===== src/rtl/window_motor_ctrl_pkg.sv =====
// Shared window-motor definitions: state encodings and drive-direction constants.
package window_motor_ctrl_pkg;

   typedef enum logic [2:0] {
      ST_IDLE    = 3'd0,
      ST_RUN_CW  = 3'd1,
      ST_RUN_CCW = 3'd2,
      ST_BRAKE   = 3'd3,
      ST_FAULT   = 3'd4
   } state_t;

   localparam logic DIR_CW  = 1'b0;
   localparam logic DIR_CCW = 1'b1;

   function automatic logic st_busy(state_t s);
      return (s != ST_IDLE) && (s != ST_FAULT);
   endfunction

endpackage


===== src/rtl/window_motor_ctrl_if.sv =====
// Request / end-stop / drive bundle between the window FSM side and the motor controller.
interface window_motor_ctrl_if;
   logic open_cw;
   logic close_ccw;
   logic limit_open;
   logic limit_closed;
   logic motor_cw;
   logic motor_ccw;
   logic busy;
   logic fault;

   modport master (
      output open_cw, close_ccw, limit_open, limit_closed,
      input  motor_cw, motor_ccw, busy, fault
   );

   modport slave (
      input  open_cw, close_ccw, limit_open, limit_closed,
      output motor_cw, motor_ccw, busy, fault
   );
endinterface


===== src/rtl/window_motor_ctrl_sync_2ff.sv =====
// Two-flop synchronizer for an asynchronous 1-bit input, synchronously cleared to 0.
module sync_2ff (
   input  logic clk,
   input  logic n_reset,
   input  logic d,
   output logic q
);
   logic meta;

   always_ff @(posedge clk) begin
      if (!n_reset) begin
         meta <= 1'b0;
         q    <= 1'b0;
      end else begin
         meta <= d;
         q    <= meta;
      end
   end
endmodule


===== src/rtl/window_motor_ctrl.sv =====
// Window motor drive: turns one-cycle open/close requests into sustained H-bridge drive with
// end-stop stop, run timeout and dead time. Define WINDOW_MOTOR_REVERSE_EN for direct reversal.
module window_motor_ctrl
   import window_motor_ctrl_pkg::*;
#(
   parameter int RUN_TIMEOUT = 50_000_000,
   parameter int DEAD_TIME   = 1_000_000,
   parameter int CNT_W       = 26
) (
   input  logic                clk,
   input  logic                n_reset,
   window_motor_ctrl_if.slave  bus
);
   localparam logic [CNT_W-1:0] RUN_LAST  = CNT_W'(RUN_TIMEOUT - 1);
   localparam logic [CNT_W-1:0] DEAD_LAST = CNT_W'(DEAD_TIME - 1);

   logic             lo_s, lc_s;
   state_t           state, state_nxt;
   logic [CNT_W-1:0] timer, timer_nxt, timer_inc;
   logic             motor_cw_q, motor_ccw_q, busy_q, fault_q;
`ifdef WINDOW_MOTOR_REVERSE_EN
   logic             pend_vld, pend_vld_nxt, pend_dir, pend_dir_nxt;
`endif

   sync_2ff u_sync_lo (.clk(clk), .n_reset(n_reset), .d(bus.limit_open),   .q(lo_s));
   sync_2ff u_sync_lc (.clk(clk), .n_reset(n_reset), .d(bus.limit_closed), .q(lc_s));

   assign timer_inc = (timer == '1) ? timer : timer + CNT_W'(1);

   always_comb begin
      state_nxt = state;
      timer_nxt = timer;
`ifdef WINDOW_MOTOR_REVERSE_EN
      pend_vld_nxt = pend_vld;
      pend_dir_nxt = pend_dir;
`endif
      case (state)
         ST_IDLE: begin
            if (lo_s && lc_s) state_nxt = ST_FAULT;
            else if (bus.open_cw && !bus.close_ccw && !lo_s) begin
               state_nxt = ST_RUN_CW;
               timer_nxt = '0;
            end else if (bus.close_ccw && !bus.open_cw && !lc_s) begin
               state_nxt = ST_RUN_CCW;
               timer_nxt = '0;
            end
         end
         ST_RUN_CW, ST_RUN_CCW: begin
            // own limit outranks the timeout so a run ending exactly on time is a clean stop
            if (lo_s && lc_s) state_nxt = ST_FAULT;
            else if ((state == ST_RUN_CW) ? lo_s : lc_s) begin
               state_nxt = ST_BRAKE;
               timer_nxt = '0;
            end else if (timer == RUN_LAST) state_nxt = ST_FAULT;
            else if ((state == ST_RUN_CW) ? bus.close_ccw : bus.open_cw) begin
               state_nxt = ST_BRAKE;
               timer_nxt = '0;
`ifdef WINDOW_MOTOR_REVERSE_EN
               pend_vld_nxt = 1'b1;
               pend_dir_nxt = (state == ST_RUN_CW) ? DIR_CCW : DIR_CW;
`endif
            end else timer_nxt = timer_inc;
         end
         ST_BRAKE: begin
            if (lo_s && lc_s) state_nxt = ST_FAULT;
            else if (timer == DEAD_LAST) begin
               state_nxt = ST_IDLE;
`ifdef WINDOW_MOTOR_REVERSE_EN
               pend_vld_nxt = 1'b0;
               if (pend_vld && pend_dir == DIR_CW && !lo_s) begin
                  state_nxt = ST_RUN_CW;
                  timer_nxt = '0;
               end else if (pend_vld && pend_dir == DIR_CCW && !lc_s) begin
                  state_nxt = ST_RUN_CCW;
                  timer_nxt = '0;
               end
`endif
            end else timer_nxt = timer_inc;
         end
         ST_FAULT: state_nxt = ST_FAULT;
         default:  state_nxt = ST_FAULT;
      endcase
   end

   always_ff @(posedge clk) begin
      if (!n_reset) begin
         state       <= ST_IDLE;
         timer       <= '0;
         motor_cw_q  <= 1'b0;
         motor_ccw_q <= 1'b0;
         busy_q      <= 1'b0;
         fault_q     <= 1'b0;
`ifdef WINDOW_MOTOR_REVERSE_EN
         pend_vld    <= 1'b0;
         pend_dir    <= DIR_CW;
`endif
      end else begin
         state       <= state_nxt;
         timer       <= timer_nxt;
         motor_cw_q  <= (state_nxt == ST_RUN_CW);
         motor_ccw_q <= (state_nxt == ST_RUN_CCW);
         busy_q      <= st_busy(state_nxt);
         fault_q     <= (state_nxt == ST_FAULT);
`ifdef WINDOW_MOTOR_REVERSE_EN
         pend_vld    <= pend_vld_nxt;
         pend_dir    <= pend_dir_nxt;
`endif
      end
   end

   assign bus.motor_cw  = motor_cw_q;
   assign bus.motor_ccw = motor_ccw_q;
   assign bus.busy      = busy_q;
   assign bus.fault     = fault_q;

endmodule


===== src/flat_wrapper.sv =====
// flat-port wrapper written by rule: the top's interface ports become plain ports
module window_motor_ctrl_flat import window_motor_ctrl_pkg::*;
#(
   parameter int RUN_TIMEOUT = 50_000_000,
   parameter int DEAD_TIME   = 1_000_000,
   parameter int CNT_W       = 26
)
  (clk, n_reset, bus_open_cw, bus_close_ccw, bus_limit_open, bus_limit_closed, bus_motor_cw, bus_motor_ccw, bus_busy, bus_fault);
  window_motor_ctrl_if bus_i ();
  input  logic clk;
  input  logic n_reset;
  input wire logic [$bits(bus_i.open_cw)-1:0] bus_open_cw;
  input wire logic [$bits(bus_i.close_ccw)-1:0] bus_close_ccw;
  input wire logic [$bits(bus_i.limit_open)-1:0] bus_limit_open;
  input wire logic [$bits(bus_i.limit_closed)-1:0] bus_limit_closed;
  output wire logic [$bits(bus_i.motor_cw)-1:0] bus_motor_cw;
  output wire logic [$bits(bus_i.motor_ccw)-1:0] bus_motor_ccw;
  output wire logic [$bits(bus_i.busy)-1:0] bus_busy;
  output wire logic [$bits(bus_i.fault)-1:0] bus_fault;
  assign bus_i.open_cw = bus_open_cw;
  assign bus_i.close_ccw = bus_close_ccw;
  assign bus_i.limit_open = bus_limit_open;
  assign bus_i.limit_closed = bus_limit_closed;
  assign bus_motor_cw = bus_i.motor_cw;
  assign bus_motor_ccw = bus_i.motor_ccw;
  assign bus_busy = bus_i.busy;
  assign bus_fault = bus_i.fault;
  window_motor_ctrl #(.RUN_TIMEOUT(RUN_TIMEOUT), .DEAD_TIME(DEAD_TIME), .CNT_W(CNT_W)) u_core (.clk(clk), .n_reset(n_reset), .bus(bus_i));
endmodule

===== config.mk =====
export PLATFORM = sky130hd
export DESIGN_NAME = window_motor_ctrl_flat
export DESIGN_NICKNAME = d
export VERILOG_FILES = /design/src/rtl/window_motor_ctrl_pkg.sv /design/src/rtl/window_motor_ctrl_if.sv /design/src/rtl/window_motor_ctrl_sync_2ff.sv /design/src/rtl/window_motor_ctrl.sv /design/src/flat_wrapper.sv
export SDC_FILE = /design/constraint.sdc
export NUM_CORES = 1
export LEC_CHECK = 0
export ABC_CLOCK_PERIOD_IN_PS = 3200
export BUFFER_PORTS_ARGS = -buffer_cell sky130_fd_sc_hd__buf_2
export CAP_MARGIN = 0
export CORE_MARGIN = 5
export CORE_UTILIZATION = 25
export CTS_CLUSTER_SIZE = 10
export DETAILED_ROUTE_END_ITERATION = 10
export HOLD_SLACK_MARGIN = 0.08
export SLEW_MARGIN = 20
export SYNTH_ARGS = -nofsm -noshare
export SYNTH_HDL_FRONTEND = slang
export SYNTH_HIERARCHICAL = 1
export SYNTH_SLANG_ARGS = --single-unit

===== constraint.sdc =====
create_clock -name clk -period 3.2 [get_ports clk]
set_input_delay 0.8 -clock clk [delete_from_list [all_inputs] [get_ports clk]]
set_output_delay 0.8 -clock clk [all_outputs]
set_load 0.02 [all_outputs]

==> results.py <==
metrics = {
    "run_status": {
        "status": "complete, no violations",
    },
    "sta": {
        "final.period_utilization": 0.909,
        "rsz0062_at_grt": "no",
        "min_period_ns": 2.91,
        "relSlewSlack": 0.488,
        "tightest_slew_ns": 0.768,
        "finClkSkew_ns": 0.00553,
        "finalSetupTns_ns": 0,
        "setup_viol": 0,
        "max_freq_ghz": 0.344,
        "hold_violations": 0,
        "slew_violations": 0,
    },
    "yosys": {
        "synthArstFlopShare": 0,
        "muxShareOfSynthArea": 0.00560,
        "synth_cell_types": 49,
        "synth_area_per_cell_sq_um": 8.37,
        "netlist_instances": 240,
        "ys_ff_latch": 37,
        "yosys.area_share.xor_xnor": 0.00436,
        "ys_warn_count": 6,
        "synth-compound-area-share": 0.217,
        "ys.flop_type": "dfxtp_1",
        "yosys.area_share.simple": 0.346,
        "syn_nets": 247,
        "synth_edf_count": 0,
        "synth_top_family_by_area": "simple AND/OR/NAND/NOR gates",
        "syn_area_sq_um": 2010,
        "seq_area_frac_synth": 0.369,
        "synthAdderAreaFrac": 0.00623,
    },
    "clock_tree": {
        "cts_buffers": 5,
        "cts.path.max_buffers": 2,
        "cts_resized": 0,
        "clock-sinks": 37,
        "cts.clk_slew.worst_paths_ns": 0.07,
        "cts_hold_buf": 0,
        "h-tree-depth": 2,
        "cts_tree": "done",
        "clk_latency_ns": 0.29,
        "post_cts_buffers": 0,
        "cts-root-buf": "clkbuf_8",
    },
    "floorplan": {
        "ios": 10,
        "placementRows": 32,
        "dieWidth_um": 99.7,
        "die_h_um": 99.7,
        "start_util": 0.259,
        "core_region_area_sq_um": 7770,
        "die_area_sq_um": 9930,
    },
    "pwr": {
        "leakage_nw": 0.684,
        "p_int_uw": 697,
        "p_clk_frac": 0.309,
        "comb_power_share": 0.201,
        "vdd_drop_max_mv": 0.160,
        "p_per_area_nw_per_um2": 463,
        "p_seq_frac": 0.491,
        "p_switching_uw": 318,
        "swShare": 0.313,
    },
    "layout": {
        "largest_reg_flops": 26,
        "final_core_util": 0.282,
        "nFillCells": 860,
        "final_layout_size_suffix_gt1_frac": 0.115,
        "reg.largest.list": "u_core/timer x26, u_core/state x3",
        "final_nets": 250,
        "mostFrequentLayoutCells": "dfxtp_1 (37), a21oi_1 (24), nand4_1 (15), o21ai_0 (15), nor2_1 (13)",
        "regMostFlops": "u_core/timer",
        "layout.cells.most_common": "dfxtp_1",
        "area_delta_synth_final_pct": 9.15,
        "diodes": 0,
    },
    "placement": {
        "globalplace.congestion": 0.751,
        "dp_hpwl_um": 3330,
        "io_buffers": 9,
    },
    "setup_path": {
        "worstPathArrival_ns": 3.11,
        "worstPathMaxFanout": 48,
        "start_kind": "flip-flop",
        "worstSetupPathType": "flip-flop to flip-flop",
        "path_cells": "or4b_1, or4_4, nor4_4, or2_2, o21ai_2, buf_4, a311oi_2",
        "cpPeakStageDelay_ns": 0.66,
        "cp-end-kind": "flip-flop",
        "slowest_stage": "or2_2",
        "worstPathRequired_ns": 3.41,
    },
    "global_routing": {
        "grt_pass1_vias": 1803,
        "grt.overflow.total": 0,
        "grt_max_degree": 49,
        "grt_pass1_wl_um": 8180,
        "antenna_found_initial": 0,
        "track_usage": 0.0995,
    },
    "detailed_routing": {
        "drt_iter0_drc": 110,
        "vias_per_cell": 5.39,
        "routed_wl_um": 4740,
        "num_vias": 1864,
        "dr.pass1.iters": 4,
        "post_drt_wl_per_cell_um": 13.7,
        "drcViolationCount": 0,
        "detail-route-antenna-nets": 0,
    },
    "run": {
        "drv_cap": 0,
    },
    "worst_hold_path": {
        "min_path_type": "flip-flop to flip-flop",
    },
}
cell type report:
class / instances / area (sq um) / area share
multi-input combinational: 184 / 1160 / 0.531
sequential: 37 / 741 / 0.338
tap: 102 / 128 / 0.0582
clock buffer: 6 / 72.6 / 0.0331
timing repair buffer: 12 / 67.6 / 0.0308
inverter: 3 / 11.3 / 0.00513
clock inverter: 2 / 10.0 / 0.00456
routing by layer:
metal  vias up  share of wire  track usage
met5         -              0            0
met4         0          0.014       0.0410
met3         6          0.046       0.0259
met2        36           0.47        0.165
met1       891           0.47        0.122
li1        931              -            -
worst paths after layout:
path | from | to | slack [ns] | cells after the start
min reg2reg | u_core/u_sync_lc/meta | u_core/u_sync_lc/q | 0.43 | 1
max reg2reg | u_core/timer[16] | u_core/timer[2] | 0.29 | 7
min | u_core/u_sync_lc/meta | u_core/u_sync_lc/q | 0.43 | 1
max | u_core/timer[16] | u_core/timer[2] | 0.29 | 7
cell families after synthesis:
kind of cell / Yosys count
AO/OA/AOI/OAI: 68
AND/OR/NAND/NOR: 113
adder cells (fa/ha/maj): 1
buffers and inverters: 19
XOR/XNOR: 1
multiplexers: 1
flip-flops: 37
cells in the mapped netlist, types with 4 or more instances:
cell type,n,area (sq um)
a21boi_1,4,30.0
a21oi_1,24,120
dfxtp_1,37,741
o21ai_0,15,75.1
nand2_1,11,41.3
and2_1,9,56.3
nor3_1,5,25.0
or4_1,12,90.1
and3_1,4,25.0
clkbuf_1,8,30.0
nand3_1,11,55.1
nand4_1,15,93.8
nor2_1,13,48.8
o31ai_1,10,75.1
and4_1,6,52.6
or3_1,9,56.3
power by group through the flow:
stage | clock network, mW | registers, mW | logic, mW
4_1_cts | 0.326 | 0.498 | 0.205
5_1_grt | 0.347 | 0.502 | 0.230
3_5_place_dp | 0 | 0.508 | 0.203
6_report | 0.313 | 0.498 | 0.204
3_3_place_gp | 0 | 0.508 | 0.199
2_1_floorplan | 0 | 0.505 | 0.180
through the flow:
stage               instance area, sq um  hold WS [ns]  power (mW)  worst slack (ns)  std cells
floorplan                           2010         0.406       0.686             0.765        240
global placement                    2110         0.409       0.706             0.357        338
detailed placement                  2110         0.422       0.712             0.325        338
CTS                                 2190         0.439        1.03             0.300        346
global route                        2190         0.451        1.08            0.0280        346
finish                              2190         0.432        1.01             0.293        346
critical path, delay by kind of cell (launching register included):
| kind | cells | cell delay, ns |
|---|---|---|
| and+or+nand+nor | 4 | 1.91 |
| DFF | 1 | 0.36 |
| AOI/OAI and AO/OA | 2 | 0.33 |
| buffers and inverters | 1 | 0.22 |
Power figures use the tool's default switching activity.
